**src/rtl/keypad_pkg.sv**
```systemverilog
// rtl/keypad_pkg.sv - key codes, operator codes, FSM states and keypad decode table
package keypad_pkg;

    typedef enum logic [3:0] {
        K_0    = 4'd0,
        K_1    = 4'd1,
        K_2    = 4'd2,
        K_3    = 4'd3,
        K_4    = 4'd4,
        K_5    = 4'd5,
        K_6    = 4'd6,
        K_7    = 4'd7,
        K_8    = 4'd8,
        K_9    = 4'd9,
        K_A    = 4'd10,
        K_B    = 4'd11,
        K_C    = 4'd12,
        K_D    = 4'd13,
        K_STAR = 4'd14,
        K_HASH = 4'd15
    } key_t;

    typedef enum logic [1:0] {
        OP_A = 2'd0,
        OP_B = 2'd1,
        OP_C = 2'd2,
        OP_D = 2'd3
    } op_t;

    typedef enum logic {
        ST_RELEASED = 1'b0,
        ST_HELD     = 1'b1
    } press_state_t;

    localparam key_t KEY_STAR = K_STAR;
    localparam key_t KEY_HASH = K_HASH;

    // Row-major layout: 1 2 3 A / 4 5 6 B / 7 8 9 C / * 0 # D
    function automatic key_t key_decode(input logic [1:0] row, input logic [1:0] col);
        key_t k;
        case ({row, col})
            4'h0:    k = K_1;
            4'h1:    k = K_2;
            4'h2:    k = K_3;
            4'h3:    k = K_A;
            4'h4:    k = K_4;
            4'h5:    k = K_5;
            4'h6:    k = K_6;
            4'h7:    k = K_B;
            4'h8:    k = K_7;
            4'h9:    k = K_8;
            4'hA:    k = K_9;
            4'hB:    k = K_C;
            4'hC:    k = KEY_STAR;
            4'hD:    k = K_0;
            4'hE:    k = KEY_HASH;
            default: k = K_D;
        endcase
        return k;
    endfunction

endpackage

```
**src/rtl/keypad_press_filter.sv**
```systemverilog
// rtl/keypad_press_filter.sv - collapses repeated scanner events into one press per physical press
//
// Ports:
//   clk, rst_n        clock, asynchronous active-low reset
//   valid, row, col   scanner event stream
//   accept            combinational: this cycle's valid is a new press
//   press             one-cycle registered strobe, high after the accepting edge
//   press_row/col     row/col latched at the accepting edge
module keypad_press_filter
    import keypad_pkg::*;
#(
    parameter int RELEASE_CYCLES = 400_000
) (
    input  logic       clk,
    input  logic       rst_n,
    input  logic       valid,
    input  logic [1:0] row,
    input  logic [1:0] col,
    output logic       accept,
    output logic       press,
    output logic [1:0] press_row,
    output logic [1:0] press_col
);

    localparam int CNT_W = $clog2(RELEASE_CYCLES);
    localparam logic [CNT_W-1:0] CNT_LAST = CNT_W'(RELEASE_CYCLES - 1);

    press_state_t     state;
    logic [CNT_W-1:0] rel_cnt;

    // The top loads its output registers from this at the same edge the
    // FSM leaves RELEASED, so entry/commit add no extra stage.
    assign accept = (state == ST_RELEASED) && valid;

    always_ff @(posedge clk or negedge rst_n) begin
        if (!rst_n) begin
            state     <= ST_RELEASED;
            rel_cnt   <= '0;
            press     <= 1'b0;
            press_row <= 2'd0;
            press_col <= 2'd0;
        end else begin
            press <= 1'b0;
            case (state)
                ST_RELEASED: begin
                    rel_cnt <= '0;
                    if (valid) begin
                        press     <= 1'b1;
                        press_row <= row;
                        press_col <= col;
                        state     <= ST_HELD;
                    end
                end
                default: begin
                    // valid beats expiry on the same edge; other keys are ignored
                    if (valid) begin
                        rel_cnt <= '0;
                    end else if (rel_cnt == CNT_LAST) begin
                        rel_cnt <= '0;
                        state   <= ST_RELEASED;
                    end else begin
                        rel_cnt <= rel_cnt + CNT_W'(1);
                    end
                end
            endcase
        end
    end

endmodule

```
**src/rtl/keypad_entry.sv**
```systemverilog
// rtl/keypad_entry.sv - keypad press decode, BCD operand entry/commit and operator events
//
// Ports:
//   clk, rst_n            clock, asynchronous active-low reset
//   row, col, valid       scanner event stream
//   key_pulse, key_code   one strobe per accepted press, code of last press
//   entry_bcd, entry_len  live operand (LS digit in [3:0]) and its digit count
//   num_valid, num_bcd    commit strobe and committed operand
//   op_valid, op_code     operator strobe and operator (A=0..D=3)
module keypad_entry
    import keypad_pkg::*;
#(
    parameter int RELEASE_CYCLES = 400_000,
    parameter int N_DIGITS       = 3
) (
    input  logic                         clk,
    input  logic                         rst_n,
    input  logic [1:0]                   row,
    input  logic [1:0]                   col,
    input  logic                         valid,
    output logic                         key_pulse,
    output logic [3:0]                   key_code,
    output logic [4*N_DIGITS-1:0]        entry_bcd,
    output logic [$clog2(N_DIGITS+1)-1:0] entry_len,
    output logic                         num_valid,
    output logic [4*N_DIGITS-1:0]        num_bcd,
    output logic                         op_valid,
    output logic [1:0]                   op_code
);

    localparam int BCD_W = 4 * N_DIGITS;
    localparam int LEN_W = $clog2(N_DIGITS + 1);

    logic       accept;
    logic [1:0] press_row;
    logic [1:0] press_col;
    logic       key_seen;
    key_t       key_now;
    op_t        op_now;
    logic [BCD_W-1:0] entry_shift;

    keypad_press_filter #(
        .RELEASE_CYCLES(RELEASE_CYCLES)
    ) u_filter (
        .clk      (clk),
        .rst_n    (rst_n),
        .valid    (valid),
        .row      (row),
        .col      (col),
        .accept   (accept),
        .press    (key_pulse),
        .press_row(press_row),
        .press_col(press_col)
    );

    // key_code is a decode of the filter's latched row/col; key_seen keeps it
    // at 0 out of reset, since row0/col0 decodes to '1'.
    assign key_code = key_seen ? key_decode(press_row, press_col) : 4'd0;

    assign key_now     = key_decode(row, col);
    assign entry_shift = (entry_bcd << 4) | BCD_W'(key_now);

    always_comb begin
        op_now = OP_A;
        case (key_now)
            K_B:     op_now = OP_B;
            K_C:     op_now = OP_C;
            K_D:     op_now = OP_D;
            default: op_now = OP_A;
        endcase
    end

    always_ff @(posedge clk or negedge rst_n) begin
        if (!rst_n) begin
            key_seen  <= 1'b0;
            entry_bcd <= '0;
            entry_len <= '0;
            num_valid <= 1'b0;
            num_bcd   <= '0;
            op_valid  <= 1'b0;
            op_code   <= 2'd0;
        end else begin
            num_valid <= 1'b0;
            op_valid  <= 1'b0;
            if (accept) begin
                key_seen <= 1'b1;
                if (key_now < K_A) begin
                    if (entry_len < LEN_W'(N_DIGITS)) begin
                        entry_bcd <= entry_shift;
                        entry_len <= entry_len + LEN_W'(1);
                    end
                end else if (key_now == KEY_STAR) begin
                    entry_bcd <= '0;
                    entry_len <= '0;
                end else if (key_now == KEY_HASH) begin
                    if (entry_len != '0) begin
                        num_bcd   <= entry_bcd;
                        num_valid <= 1'b1;
                        entry_bcd <= '0;
                        entry_len <= '0;
                    end
                end else begin
                    op_code  <= op_now;
                    op_valid <= 1'b1;
                end
            end
        end
    end

endmodule

```
**config.mk**
```make
export PLATFORM = sky130hd
export DESIGN_NAME = keypad_entry
export DESIGN_NICKNAME = d
export VERILOG_FILES = /design/src/rtl/keypad_pkg.sv /design/src/rtl/keypad_press_filter.sv /design/src/rtl/keypad_entry.sv
export SDC_FILE = /design/constraint.sdc
export NUM_CORES = 1
export LEC_CHECK = 0
export CAP_MARGIN = 10
export CORE_UTILIZATION = 40
export CTS_BUF_LIST = sky130_fd_sc_hd__clkbuf_8
export CTS_CLUSTER_SIZE = 40
export DETAILED_ROUTE_END_ITERATION = 8
export HOLD_SLACK_MARGIN = 0.15
export PLACE_DENSITY = 0.61
export SYNTH_ARGS = -nofsm -noshare
export SYNTH_HDL_FRONTEND = slang
export SYNTH_SLANG_ARGS = --single-unit
```
**constraint.sdc**
```tcl
create_clock -name clk -period 3.5 [get_ports clk]
set_clock_uncertainty 0.1 [all_clocks]
set_input_delay 0.7 -clock clk [delete_from_list [all_inputs] [get_ports clk]]
set_output_delay 0.7 -clock clk [all_outputs]
set_load 0.05 [all_outputs]
```
# Word level (Yosys, flattened, before mapping)
# Memories as Yosys holds them, arrays and structs flattened.
# Cells that the tools add are included.
dict set report totals {
  regBits 56
  romBits 128
  out_inout_bits 35
  elab_cells 67
  mem_count 2
}
# memory depth word_bits read_ports rd_clocked_by_memory_dff wr line
set mem_list {}
lappend mem_list {{(name not given)} 16 4 1 0 0 keypad_pkg.sv:41} ;# case ({row, col})
lappend mem_list {{(name not given)} 16 4 1 0 0 keypad_pkg.sv:41}
dict set report classes {
  n_addsub 2
  magnitude_cmp 2
  n_eq_ne 7
  n_mux 29
  bitwise 5
  reduce_logical 8
}
# op count
set op_table {}
lappend op_table {{$mux 12} 5}
lappend op_table {{$mux 19} 3}
lappend op_table {{$eq 4x4->1 const B} 5}
lappend op_table {{$add 19x1->19 const B} 1}
lappend op_table {{$eq 19x19->1 const B} 1}
lappend op_table {{$mux 1} 14}
lappend op_table {{$or 12x4->12} 1}
lappend op_table {{$mux 2} 5}
lappend op_table {{$reduce_and 4->1} 2}
lappend op_table {{$pmux 2 s3} 1}
lappend op_table {{$reduce_bool 3->1} 2}
lappend op_table {{$reduce_and 5->1} 1}
lappend op_table {{$lt 4x4->1 const B} 1}
lappend op_table {{$mux 4} 1}
lappend op_table {{$not 1->1} 4}
lappend op_table {{$add 2x1->2 const B} 1}
lappend op_table {{$lt 2x2->1 const B} 1}
lappend op_table {{$ne 2x1->1 const B} 1}
lappend op_table {{$reduce_and 2->1} 1}
lappend op_table {{$reduce_bool 2->1} 1}
lappend op_table {{$logic_and 1x1->1} 1}

# Logic depth before layout (Yosys ltp)
dict set report logic_depth {
  word_depth 6
  mapped_depth 9
}

# By module
# From an unflattened synthesis, not the netlist that was laid out.
dict set report hier_totals {
  cells_unflattened 260
  area_unflattened_um2 2975.4
}
# module instances cells_each area_per_inst_um2 seq_area_each_um2
set by_module_without_submodules {}
lappend by_module_without_submodules {keypad_entry 1 144 1773.0 775.7}
lappend by_module_without_submodules {keypad_press_filter 1 116 1202.4 625.6}

# Worst setup path before layout
# No wires, ideal clock.
dict set report synth_timing {
  kind {input to register}
  from {input port col[0]}
  to {register num_bcd[10]}
  setup_time_ns 0.125
  t_arrival_ns 2.549
  slack_ns 0.726
  cell_stages 9
  cell_sequence {inv_1 > ha_1 > nor3b_1 > a21o_2 > nand3_2 > or4_4 > buf_6 > buf_12 > mux2_4}
}
dict set report synth_between {
  elab_chain_cells 4
}
# item line
set synth_rtl {}
lappend synth_rtl {{from (decl)} keypad_entry.sv:19} ;# input logic [1:0] col,
lappend synth_rtl {{$mem_v2 16x4 *} --}
lappend synth_rtl {{$lt 4x4->1 or $eq 4x4->1 (tied branches)} {keypad_entry.sv:87, keypad_entry.sv:92}}
lappend synth_rtl {{$not 1->1 (no source line)} --}
lappend synth_rtl {{$reduce_and 5->1 (no source line) *} --}
lappend synth_rtl {{to (signal assigned)} keypad_entry.sv:97} ;# num_bcd <= entry_bcd;
lappend synth_rtl {{to (decl)} keypad_entry.sv:26} ;# output logic [4*N_DIGITS-1:0] num_bcd,
# Every way passes the cells marked *; elsewhere a longest branch is shown, timed or not.
# A chain may end at the register's enable or synchronous reset.

# Final worst setup path
dict set report layout_timing {
  from {register u_filter.press_col[0]}
  to {output port key_code[2]}
}
dict set report layout_between {
  elab_chain_cells 2
}
# item line
set layout_rtl {}
lappend layout_rtl {{from (decl)} keypad_press_filter.sv:22} ;# output logic [1:0] press_col
lappend layout_rtl {{from (signal assigned)} keypad_press_filter.sv:50} ;# press_col <= col;
lappend layout_rtl {{$mem_v2 16x4} --}
lappend layout_rtl {{$mux 4} keypad_entry.sv:58} ;# assign key_code = key_seen ? key_decode(press_row, press_col) : 4'd0;
lappend layout_rtl {{to (decl)} keypad_entry.sv:22} ;# output logic [3:0] key_code,
# Every way passes these cells.

==> results.yml <==
pwr:
  p_leak_nw: 1.55
  p_total_mw: 1.32
  powerDensity_mw_per_mm2: 396
  ir_drop_v: 0.000228
worst_setup_path:
  cp_num_buf_inv: 2
  startpoint_type: "register"
  r2r-start: "u_filter.rel_cnt[14]$_DFF_PN0_"
  crit_slowest_cell: "clkdlybuf4s50_1"
  worstPathCellList: "inv_1, ha_1, nor2_1, a22oi_1, nor2b_1, clkdlybuf4s50_1"
  crit_family: "buffers and inverters"
  startpoint: "u_filter.press_col[0]$_DFFE_PN0P_"
  crit_fanout: 6
  r2r_end: "u_filter.rel_cnt[14]$_DFF_PN0_"
  end_kind: "output port"
  slowest_delay_ns: 0.80
  worstPathArrival_ns: 2.30
  cp.depth: 6
  required_ns: 2.70
  worstSetupPathType: "register to output port"
  ff2ff_path_depth: 5
  endpoint: "key_code[2]"
  regToRegSetupSlack_ns: 1.10
logic_synthesis:
  synth_simple_gate_area_share_pct: 14.5
  postSynthAreaPerCell_sq_um: 11.5
  synth-adder-area-share_pct: 5.82
  ys_seq_elements: 56
  synthArstFlopShare_pct: 100
  syn_nets: 263
  synth_ff_type: "dfrtp_1"
  synth_area_sq_mm: 0.00279
  synth-edff-count: 0
  syn-instance-count: 243
  yosysSeqAreaShare_pct: 50.2
  synthXorXnorAreaFrac_pct: 5.65
  synth_cell_type_count: 44
  synth-compound-area-share_pct: 8.15
  synth_top_family_by_area: "simple AND/OR/NAND/NOR gates"
  ys_warn_count: 0
  synthMuxAreaShare_pct: 11.4
cells_and_area:
  nNetsFinal: 304
  stdcell_count: 365
  multiInputGateArea_sq_mm: 0.00127
  fin_util_pct: 49.5
  areaGrowthSynthToFinish_pct: 19.8
  seqCellArea_sq_mm: 0.00140
  layout-drive-gt1-share_pct: 13.3
  fillers: 645
  fin_area_sq_mm: 0.00334
  diodes: 0
sta:
  period_share_pct: 88.6
  rsz0062_at_grt: "false"
  setup_viol: 0
  tns_ns: 0
  report.final.slew_viol_count: 0
  slew_headroom_pct: 42.1
  layout_setup_ws_ns: 0.400
  fmaxAchievable_mhz: 323
  hold_ws_ns: 0.392
  min_period_ns: 3.10
  worstMarginPinSlew_ns: 0.869
  finalHoldViolations: 0
run_status:
  status: "complete, no violations"
floorplan:
  die_x_microns: 85.6
  die_area_sq_mm: 0.00732
  core_area_sq_mm: 0.00676
  initial_core_util_pct: 41.3
  die_y_microns: 85.6
  row_count: 30
  io_pins: 42
clock_tree:
  clk-insertion-delay-late_ns: 0.31
  cts_buffers: 5
  cts_setup_buffers: 0
  h-tree-depth: 2
  cts.path.max_buffers: 2
  cts_tree: "yes"
  cts_sinks: 56
  holdBufCountCts: 0
  path_clk_slew_ns: 0.10
  cts-root-buf: "clkbuf_8"
  cts.repair.resized: 0
global_routing:
  antenna_found_initial: 0
  grt_max_degree: 40
  grt_pass1_wl_mm: 8.78
  overflow: 0
  grt_pass1_vias: 1817
  grt_use_total_pct: 15.0
place:
  portBuffers: 41
  hpwl_mm: 3.60
  dp_cells: 357
  gp_congestion: 0.790
  dp_slack_ns: 0.197
  detailed_place.area_sq_mm: 0.00325
routing:
  drc_errors: 0
  vias: 1867
  dr.pass1.iters: 4
  vias_per_cell: 5.12
  drt_iter0_drc: 61
  wire_per_inst_microns: 14.2
  wl_mm: 5.18
  ant_nets: 0
hold_path:
  hold_class: "input pin to async pin"
flow_run:
  maxCapViolCount: 0
[cell type report]
type	instances	area share (%)
Multi-Input combinational cell	165	38.0
Timing Repair Buffer	45	13.0
Inverter	11	1.23
Tap cell	80	2.99
Sequential cell	56	41.9
Clock inverter	3	0.823
Clock buffer	5	2.06
[power breakdown]
part           internal, mW  switching (mW)  leakage [nW]  total (mW)
logic                0.0965           0.155         0.756       0.252
clock network         0.147           0.223        0.0463       0.370
registers             0.670          0.0326         0.753       0.702
total                 0.914           0.411          1.55        1.32
[flip-flops by register name (all words and copies together), names as in the netlist]
| name | cells |
|---|---|
| entry_bcd | 12 |
| entry_len | 2 |
| key_seen | 1 |
| num_bcd | 12 |
| num_valid | 1 |
| op_code | 2 |
| op_valid | 1 |
| u_filter.press | 1 |
| u_filter.press_col | 2 |
| u_filter.press_row | 2 |
| u_filter.rel_cnt | 19 |
| u_filter.state | 1 |
[how the worst min path moves through the flow]
| stage | end | cells past startpoint | start |
|---|---|---|---|
| floorplan | entry_bcd[0]$_DFFE_PN0P_ | 0 | rst_n |
| global placement | op_code[0]$_DFFE_PN0P_ | 1 | op_code[0]$_DFFE_PN0P_ |
| detailed placement | num_bcd[1]$_DFFE_PN0P_ | 1 | num_bcd[1]$_DFFE_PN0P_ |
| CTS | num_bcd[7]$_DFFE_PN0P_ | 1 | rst_n |
| global route | num_bcd[9]$_DFFE_PN0P_ | 1 | num_bcd[9]$_DFFE_PN0P_ |
| finish | u_filter.rel_cnt[4]$_DFF_PN0_ | 1 | rst_n |
[Yosys cell counts (6+ instances only)]
| cell | number | area, sq um |
|---|---|---|
| a22o_1 | 11 | 96.3 |
| dfrtp_1 | 56 | 1400 |
| ha_1 | 13 | 163 |
| inv_1 | 10 | 37.5 |
| mux2_2 | 8 | 90.1 |
| mux2_4 | 9 | 135 |
| mux2i_1 | 7 | 70.1 |
| nand2_1 | 18 | 67.6 |
| nand3_1 | 8 | 40.0 |
| nand4_1 | 6 | 37.5 |
| nor2_1 | 22 | 82.6 |
| o21ai_0 | 7 | 35.0 |
| xnor2_1 | 6 | 52.6 |
| xor2_1 | 12 | 105 |
[metal layers]
metal  GRT usage, %  vias to the layer above  wire, microns
li1               -                      924              -
met1           21.2                      899           2580
met2           23.6                       40           2350
met3           3.37                        4            228
met4           3.64                        0             27
met5              0                        -              0
[cells in the final DEF, fill, tap and decap left out, drive strengths merged, types with 9 or more instances in the layout]
cell type | Yosys | routed
a22o | 12 | 12
clkdlybuf4s50 | 0 | 40
dfrtp | 56 | 56
ha | 13 | 13
inv | 10 | 11
mux2 | 17 | 17
nand2 | 18 | 18
nand3 | 9 | 9
nor2 | 22 | 22
xor2 | 12 | 12
[logic make-up (layout without fill, tap and decap cells)]
kind of cell / count (synthesis) / count (layout)
muxes: 25 / 25
and+or+nand+nor: 79 / 79
xor gates and xnor gates: 18 / 18
AOI/OAI and AO/OA: 30 / 30
buffers and inverters: 22 / 64
DFF: 56 / 56
adders and majority gates: 13 / 13
Note: power is estimated with default switching activity, not from simulation.
